### config.mk
export PLATFORM = sky130hd
export DESIGN_NAME = lms_adapt_ctrl_flat
export DESIGN_NICKNAME = d
export VERILOG_FILES = /design/src/rtl/lms_pkg.sv /design/src/rtl/lms_adapt_ctrl_if.sv /design/src/rtl/lms_err_win.sv /design/src/rtl/lms_adapt_ctrl.sv /design/src/flat_wrapper.sv
export SDC_FILE = /design/constraint.sdc
export NUM_CORES = 1
export LEC_CHECK = 0
export CORE_MARGIN = 3
export CORE_UTILIZATION = 45
export CTS_CLUSTER_SIZE = 12
export DETAILED_ROUTE_END_ITERATION = 10
export MAX_ROUTING_LAYER = met4
export PLACE_DENSITY = 0.72
export SETUP_SLACK_MARGIN = 0.15
export SLEW_MARGIN = 10
export SYNTH_ARGS = -nofsm -noshare
export SYNTH_HDL_FRONTEND = slang
export SYNTH_SLANG_ARGS = --single-unit
### constraint.sdc
create_clock -name clk -period 4.7 [get_ports clk]
set_input_delay 0.94 -clock clk [delete_from_list [all_inputs] [get_ports clk]]
set_output_delay 0.94 -clock clk [all_outputs]
set_load 0.01 [all_outputs]
### src/rtl/lms_pkg.sv
// rtl/lms_pkg.sv - shared state codes and default widths/shifts for the LMS adaptation controller
package lms_pkg;

   typedef enum logic [2:0] {
      ST_IDLE  = 3'd0,
      ST_CLEAR = 3'd1,
      ST_TRAIN = 3'd2,
      ST_TRACK = 3'd3,
      ST_HOLD  = 3'd4
   } lms_state_e;

   localparam int         LMS_EW       = 16;
   localparam int         LMS_WIN_LOG  = 4;
   localparam logic [2:0] LMS_MU_TRAIN = 3'd1;
   localparam logic [2:0] LMS_MU_TRACK = 3'd7;

endpackage

### src/rtl/lms_adapt_ctrl_if.sv
// rtl/lms_adapt_ctrl_if.sv - error-in / control-out bundle between LMS datapath and adaptation controller
interface lms_adapt_ctrl_if #(
   parameter int EW = lms_pkg::LMS_EW
) ();

   logic          sample_en;
   logic [EW-1:0] e_in;
   logic          coef_clr;
   logic          adapt_en;
   logic [2:0]    mu_shift;

   // controller side: consumes the filter error, drives the coefficient controls
   modport slave (
      input  sample_en,
      input  e_in,
      output coef_clr,
      output adapt_en,
      output mu_shift
   );

   // datapath side
   modport master (
      output sample_en,
      output e_in,
      input  coef_clr,
      input  adapt_en,
      input  mu_shift
   );

endinterface

### src/rtl/lms_err_win.sv
// rtl/lms_err_win.sv - saturating |e| window accumulator producing windowed mean and window-end strobe
module lms_err_win
   import lms_pkg::*;
#(
   parameter int EW      = LMS_EW,
   parameter int WIN_LOG = LMS_WIN_LOG
) (
   input  logic          clk,
   input  logic          rst_n,
   input  logic          clr,
   input  logic          acc_en,
   input  logic [EW-1:0] e_in,
   output logic          win_done,
   output logic [EW-1:0] avg_new,
   output logic [EW-1:0] win_avg
);

   localparam int AW = EW + WIN_LOG;

   logic [EW-1:0]      e_abs;
   logic [AW-1:0]      acc_sum;
   logic [AW-1:0]      acc_q, acc_d;
   logic [WIN_LOG-1:0] cnt_q, cnt_d;
   logic [EW-1:0]      win_avg_q, win_avg_d;

   // |e| with the most negative code clamped so it still fits in EW-1 magnitude bits
   always_comb begin
      e_abs = e_in;
      if (e_in[EW-1]) begin
         if (e_in[EW-2:0] == '0) begin
            e_abs = {1'b0, {(EW-1){1'b1}}};
         end else begin
            e_abs = (~e_in) + 1'b1;
         end
      end
   end

   // running sum including the current sample; the window mean is taken from this so the
   // decision at window end sees the sample that completed the window
   always_comb begin
      acc_sum  = acc_q + {{WIN_LOG{1'b0}}, e_abs};
      avg_new  = acc_sum[AW-1:WIN_LOG];
      win_done = acc_en & (cnt_q == {WIN_LOG{1'b1}});
   end

   // accumulate, wrap the sample counter and latch the mean at window end
   always_comb begin
      acc_d     = acc_q;
      cnt_d     = cnt_q;
      win_avg_d = win_avg_q;
      if (clr) begin
         acc_d = '0;
         cnt_d = '0;
      end else if (acc_en) begin
         cnt_d = cnt_q + 1'b1;
         if (win_done) begin
            acc_d     = '0;
            win_avg_d = avg_new;
         end else begin
            acc_d = acc_sum;
         end
      end
   end

   // window state registers
   always_ff @(posedge clk or negedge rst_n) begin
      if (!rst_n) begin
         acc_q     <= '0;
         cnt_q     <= '0;
         win_avg_q <= '0;
      end else begin
         acc_q     <= acc_d;
         cnt_q     <= cnt_d;
         win_avg_q <= win_avg_d;
      end
   end

   assign win_avg = win_avg_q;

endmodule

### src/rtl/lms_adapt_ctrl.sv
// rtl/lms_adapt_ctrl.sv - LMS adaptation phase sequencer: clear, train, track, hold with error-window monitoring
module lms_adapt_ctrl
   import lms_pkg::*;
#(
   parameter int         EW       = LMS_EW,
   parameter int         WIN_LOG  = LMS_WIN_LOG,
   parameter int         CLR_CYC  = 2,
   parameter logic [2:0] MU_TRAIN = LMS_MU_TRAIN,
   parameter logic [2:0] MU_TRACK = LMS_MU_TRACK,
   parameter logic [7:0] MAX_WIN  = 8'd32
) (
   input  logic                clk,
   input  logic                reset,
   input  logic                start,
   input  logic                stop,
   lms_adapt_ctrl_if.slave     bus,
   input  logic [EW-1:0]       thr_conv,
   input  logic [EW-1:0]       thr_div,
   output logic [2:0]          state,
   output logic                converged,
   output logic                div_pulse,
   output logic                timeout,
   output logic [EW-1:0]       win_avg
);

   localparam int CW = (CLR_CYC > 1) ? $clog2(CLR_CYC) : 1;

   lms_state_e    state_q, state_d;
   logic [CW-1:0] clr_cnt_q, clr_cnt_d;
   logic [7:0]    win_cnt_q, win_cnt_d;
   logic          coef_clr_q, coef_clr_d;
   logic [2:0]    mu_shift_q, mu_shift_d;
   logic          converged_q, converged_d;
   logic          div_pulse_q, div_pulse_d;
   logic          timeout_q, timeout_d;

   logic          adapting;
   logic          win_clr;
   logic          win_acc_en;
   logic          win_done;
   logic [EW-1:0] avg_new;

   // updates and accumulation only run in the adapting phases; stop discards the partial window
   always_comb begin
      adapting   = (state_q == ST_TRAIN) || (state_q == ST_TRACK);
      win_clr    = stop || (state_q == ST_CLEAR);
      win_acc_en = bus.sample_en & adapting & ~stop;
   end

   lms_err_win #(
      .EW      (EW),
      .WIN_LOG (WIN_LOG)
   ) u_err_win (
      .clk      (clk),
      .rst_n    (reset),
      .clr      (win_clr),
      .acc_en   (win_acc_en),
      .e_in     (bus.e_in),
      .win_done (win_done),
      .avg_new  (avg_new),
      .win_avg  (win_avg)
   );

   // phase sequencing and window decisions; every registered output follows the next state
   always_comb begin
      state_d     = state_q;
      clr_cnt_d   = clr_cnt_q;
      win_cnt_d   = win_cnt_q;
      timeout_d   = timeout_q;
      div_pulse_d = 1'b0;

      if (stop) begin
         state_d = ST_IDLE;
      end else begin
         case (state_q)
            ST_IDLE: begin
               if (start) state_d = ST_CLEAR;
            end
            ST_CLEAR: begin
               if (clr_cnt_q == CW'(CLR_CYC - 1)) begin
                  state_d = ST_TRAIN;
               end else begin
                  clr_cnt_d = clr_cnt_q + 1'b1;
               end
            end
            ST_TRAIN: begin
               if (win_done) begin
                  if (avg_new < thr_conv) begin
                     state_d = ST_TRACK;
                  end else begin
                     win_cnt_d = win_cnt_q + 8'd1;
                     if (win_cnt_d == MAX_WIN) begin
                        state_d   = ST_HOLD;
                        timeout_d = 1'b1;
                     end
                  end
               end
            end
            ST_TRACK: begin
               if (win_done && (avg_new >= thr_div)) begin
                  div_pulse_d = 1'b1;
                  state_d     = ST_CLEAR;
               end
            end
            ST_HOLD: begin
               if (start) state_d = ST_CLEAR;
            end
            default: state_d = ST_IDLE;
         endcase
      end

      // every (re)training pass starts with fresh counters and a cleared timeout flag
      if ((state_d == ST_CLEAR) && (state_q != ST_CLEAR)) begin
         clr_cnt_d = '0;
         win_cnt_d = 8'd0;
         timeout_d = 1'b0;
      end

      coef_clr_d  = (state_d == ST_CLEAR);
      converged_d = (state_d == ST_TRACK);
      case (state_d)
         ST_TRAIN: mu_shift_d = MU_TRAIN;
         ST_TRACK: mu_shift_d = MU_TRACK;
         default:  mu_shift_d = mu_shift_q;
      endcase
   end

   // controller state and registered outputs
   always_ff @(posedge clk or negedge reset) begin
      if (!reset) begin
         state_q     <= ST_IDLE;
         clr_cnt_q   <= '0;
         win_cnt_q   <= 8'd0;
         coef_clr_q  <= 1'b0;
         mu_shift_q  <= 3'd0;
         converged_q <= 1'b0;
         div_pulse_q <= 1'b0;
         timeout_q   <= 1'b0;
      end else begin
         state_q     <= state_d;
         clr_cnt_q   <= clr_cnt_d;
         win_cnt_q   <= win_cnt_d;
         coef_clr_q  <= coef_clr_d;
         mu_shift_q  <= mu_shift_d;
         converged_q <= converged_d;
         div_pulse_q <= div_pulse_d;
         timeout_q   <= timeout_d;
      end
   end

   assign bus.coef_clr = coef_clr_q;
   assign bus.mu_shift = mu_shift_q;
   assign bus.adapt_en = bus.sample_en & adapting;
   assign state        = state_q;
   assign converged    = converged_q;
   assign div_pulse    = div_pulse_q;
   assign timeout      = timeout_q;

endmodule

### src/flat_wrapper.sv
// flat-port wrapper written by rule: the top's interface ports become plain ports
module lms_adapt_ctrl_flat import lms_pkg::*;
#(
   parameter int         EW       = LMS_EW,
   parameter int         WIN_LOG  = LMS_WIN_LOG,
   parameter int         CLR_CYC  = 2,
   parameter logic [2:0] MU_TRAIN = LMS_MU_TRAIN,
   parameter logic [2:0] MU_TRACK = LMS_MU_TRACK,
   parameter logic [7:0] MAX_WIN  = 8'd32
)
  (clk, reset, start, stop, thr_conv, thr_div, state, converged, div_pulse, timeout, win_avg, bus_sample_en, bus_e_in, bus_coef_clr, bus_adapt_en, bus_mu_shift);
  lms_adapt_ctrl_if #(.EW(EW)) bus_i ();
  input  logic clk;
  input  logic reset;
  input  logic start;
  input  logic stop;
  input  logic [EW-1:0] thr_conv;
  input  logic [EW-1:0] thr_div;
  output logic [2:0] state;
  output logic converged;
  output logic div_pulse;
  output logic timeout;
  output logic [EW-1:0] win_avg;
  input wire logic [$bits(bus_i.sample_en)-1:0] bus_sample_en;
  input wire logic [$bits(bus_i.e_in)-1:0] bus_e_in;
  output wire logic [$bits(bus_i.coef_clr)-1:0] bus_coef_clr;
  output wire logic [$bits(bus_i.adapt_en)-1:0] bus_adapt_en;
  output wire logic [$bits(bus_i.mu_shift)-1:0] bus_mu_shift;
  assign bus_i.sample_en = bus_sample_en;
  assign bus_i.e_in = bus_e_in;
  assign bus_coef_clr = bus_i.coef_clr;
  assign bus_adapt_en = bus_i.adapt_en;
  assign bus_mu_shift = bus_i.mu_shift;
  lms_adapt_ctrl #(.EW(EW), .WIN_LOG(WIN_LOG), .CLR_CYC(CLR_CYC), .MU_TRAIN(MU_TRAIN), .MU_TRACK(MU_TRACK), .MAX_WIN(MAX_WIN)) u_core (.clk(clk), .reset(reset), .start(start), .stop(stop), .bus(bus_i), .thr_conv(thr_conv), .thr_div(thr_div), .state(state), .converged(converged), .div_pulse(div_pulse), .timeout(timeout), .win_avg(win_avg));
endmodule
==> out/results.ini <==
[sta]
relSlewSlack = 0.2548
fin_hold_ws_ps = 479.6
post-route-period-util = 1.268
rsz0062_at_grt = yes
skew_ps = 7.750
slew_viol_final = 0
worst_pin_slew_ps = 1114
hold_violations = 0
period_needed_ps = 5962
fmax_mhz = 167.7
finalSetupViolCount = 18
finalWorstSetupSlack_ps = -1262

[detailed_routing]
drtPass1Iterations = 4
drc = 0
first_iter_violations = 197
vias_per_cell = 5.663
ant_nets = 0
wl_um = 14560
vias = 4927
wire_per_inst_um = 16.74

[worst_hold_path]
holdCritStartpoint = u_core.u_err_win.win_avg[3]
holdPathStages = 2
worstHoldPathType = flip-flop to flip-flop
hold_path_end = u_core.u_err_win.win_avg[3]

[setup_path]
cp-start-kind = input port
ff2ff_path_depth = 19
cp_slowest_cell = or4_4
cp.required_ps = 4970
critPathMaxStageDelay_ps = 540
path_cells = buf_6, or4_4, or4_4, or3_4, buf_4, nand2_1, ha_1, a21oi_1, a21boi_0, a41oi_2, nand3b_1, a31oi_2, xnor2_2, buf_4, ha_1, and3_1, nor2b_1, o211ai_1, a21o_1, a21o_4, or4_4, a21oi_2
timing.critical_path.buf_inv = 3
r2r_end = u_core.bus.mu_shift[1]
worstPathMaxFanout = 8
rrSetupSlack_ps = 610
worstPathArrival_ps = 6230
cpLargestDelayFamily = simple AND/OR/NAND/NOR gates
rr_startpoint = u_core.u_err_win.acc_q[0]
path_class = input port to flip-flop
end_kind = flip-flop
cp_common_cell = or4_4

[grt]
grt_max_degree = 39
grtUsageTotal = 0.2571
grt-ovfl-total = 0
grt_pass1_wl_um = 23290
grt_antenna_before_repair = 0
grt_pass1_vias = 5054

[floorplanning]
die_area_um2 = 11530
ios = 80
core_um2 = 9864
die_w_um = 107.4
rows = 36
initial_core_util = 0.4687
fp.dieH_um = 107.4

[cells_and_area]
area_growth_pct = 51.48
n_antenna_cell = 0
fillers = 714
fin_nets = 836
postLayoutCoreUtil = 0.7099
drive_gt1_frac = 0.3080

[cts]
h-tree-depth = 3
clk-insertion-delay-late_ps = 350
clock_sinks = 58
cts_root_buf = clkbuf_8
cts_tree = done
numCtsBuffers = 9
clk_pin_slew_worst_paths_ps = 70
hold_buffers = 0
cts.path.max_buffers = 2

[synthesis]
ys_warn_count = 0
syn_area_per_cell_um2 = 8.593
synth_top_cell_by_area = dfrtp_1
synth_area_leaders = dfrtp_1 31%, ha_1 14%, nand2_1 4.5%
ys_ff_latch = 58
ys_async_sr_fraction = 1.000
syn-instance-count = 538
synth_seq_area_share = 0.3139
synth_edf_count = 0
synthesis.area_um2 = 4623
synth_top_area_frac = 0.3139
synth.distinct_cells = 62
synth_fp_nets = 642
synth-main-ff-cell = dfrtp_1

[placement]
io_buffers = 79
place.gp.congestion = 0.9457
dp_hpwl_um = 10520

[pwr]
p_leak_uw = 0.003371
power.density_nw_per_um2 = 223.4
peakVddDrop_mv = 0.2027

[job]
max_cap_viol_count = 0

[outcome]
violations = negative setup slack
status = complete, but fails checks

sequential cells by signal, summed over array words and instances, names as in the netlist:
signal                    flops
u_core.u_err_win.acc_q       20
u_core.u_err_win.win_avg     16
u_core.win_cnt_q              8
u_core.u_err_win.cnt_q        4
u_core.state                  3
u_core.bus.mu_shift           2
u_core.bus.coef_clr           1
u_core.clr_cnt_q              1
u_core.converged              1
u_core.div_pulse              1
u_core.timeout                1
final cells by class:
type,instances,area (um2),share of cell area
multi-input combinational,415,3308,0.4724
tap,133,166.4,0.02376
sequential,58,1451,0.2073
clock inverter,5,30.03,0.004288
clock buffer,11,141.4,0.02019
timing repair buffer,204,1740,0.2485
inverter,44,165.2,0.02358
tightest hold or removal path: stages (launching register included):
cell	delay, ps
dfrtp_1	340
nand2_1	40
o21ai_0	60
timing repair:
item,in CTS,in global routing
buffers inserted,16,8
setup endpoints to repair,33,22
cloned,0,0
resized for setup,49,42
pin swaps,34,33
synth_stat cells (5+ instances only):
master	number
o31ai_1	8
a22o_1	11
mux2_2	7
nand2b_1	10
nand2_1	56
xnor2_1	11
or3_1	7
xor2_1	18
nand4_1	8
or4_1	9
a211oi_1	5
ha_1	50
inv_1	44
clkbuf_1	16
and3_1	6
nor2_1	33
nor3_1	10
nand3_1	8
a21oi_1	38
nor2b_1	7
or2_2	5
o211ai_1	5
o21a_1	5
a21o_1	12
dfrtp_1	58
o21ai_0	31
worst max-delay path by stage:
stage / startpoint / to / slack (ps) / cells past startpoint
final: bus_e_in[6] / u_core.win_cnt_q[7] / -1260 / 22
after global routing: bus_e_in[6] / u_core.win_cnt_q[7] / -1410 / 22
after CTS: bus_e_in[6] / u_core.win_cnt_q[7] / -1170 / 23
after detailed placement: bus_e_in[5] / u_core.bus.mu_shift[1] / -2000 / 22
after global placement: bus_e_in[5] / u_core.bus.mu_shift[1] / -1870 / 22
after floorplan: bus_e_in[5] / u_core.bus.mu_shift[1] / -1190 / 21
placed cells by master, fill, tap and decap left out, types with 7 or more instances in the layout:
master	n
inv_1	41
nand2b_1	9
a21oi_1	27
clkbuf_8	10
nor2_1	29
nand3_1	8
a21oi_2	9
mux2_2	7
buf_4	119
a21o_1	11
clkdlybuf4s50_1	70
nand2_1	53
xor2_1	17
o21ai_0	27
ha_1	43
nand4_1	8
dfrtp_1	58
xnor2_1	7
buf_6	8
a22o_1	11
nor2b_1	7
where the power goes:
group / total (uW) / internal, uW / switching [uW]
Clock: 417 / 203 / 215
Combinational: 601 / 311 / 290
Sequential: 546 / 522 / 23.6
metrics by stage:
stage,setup slack [ps],total power [uW],area [um2],std cells,TNS (ps)
floorplan,-1193,823.4,4735,538,-17780
global placement,-1865,1064,6319,830,-33680
detailed placement,-2002,1077,6319,830,-38390
CTS,-1173,1533,6734,862,-18230
global route,-1410,1648,7003,870,-22390
finish,-1262,1564,7003,870,-19430
cells by family (layout without fill, tap and decap cells):
group / after synthesis / after routing / synth area share
buffers and inverters: 65 / 264 / 0.05602
adder cells (fa/ha/maj): 51 / 51 / 0.1396
AND/OR/NAND/NOR: 179 / 179 / 0.2016
multiplexers: 10 / 10 / 0.02382
flip-flops: 58 / 58 / 0.3139
AO/OA/AOI/OAI: 146 / 146 / 0.2100
XOR/XNOR: 29 / 29 / 0.05494
routing by layer:
layer,share of wire,track usage,vias up,wire length [um]
met5,0,-,-,0
met4,0.027,0.09558,0,386
met3,0.043,0.04799,38,631
met2,0.52,0.4388,155,7578
met1,0.41,0.3030,2410,5968
li1,-,-,2324,-
Note: power is estimated with default switching activity, not from simulation.
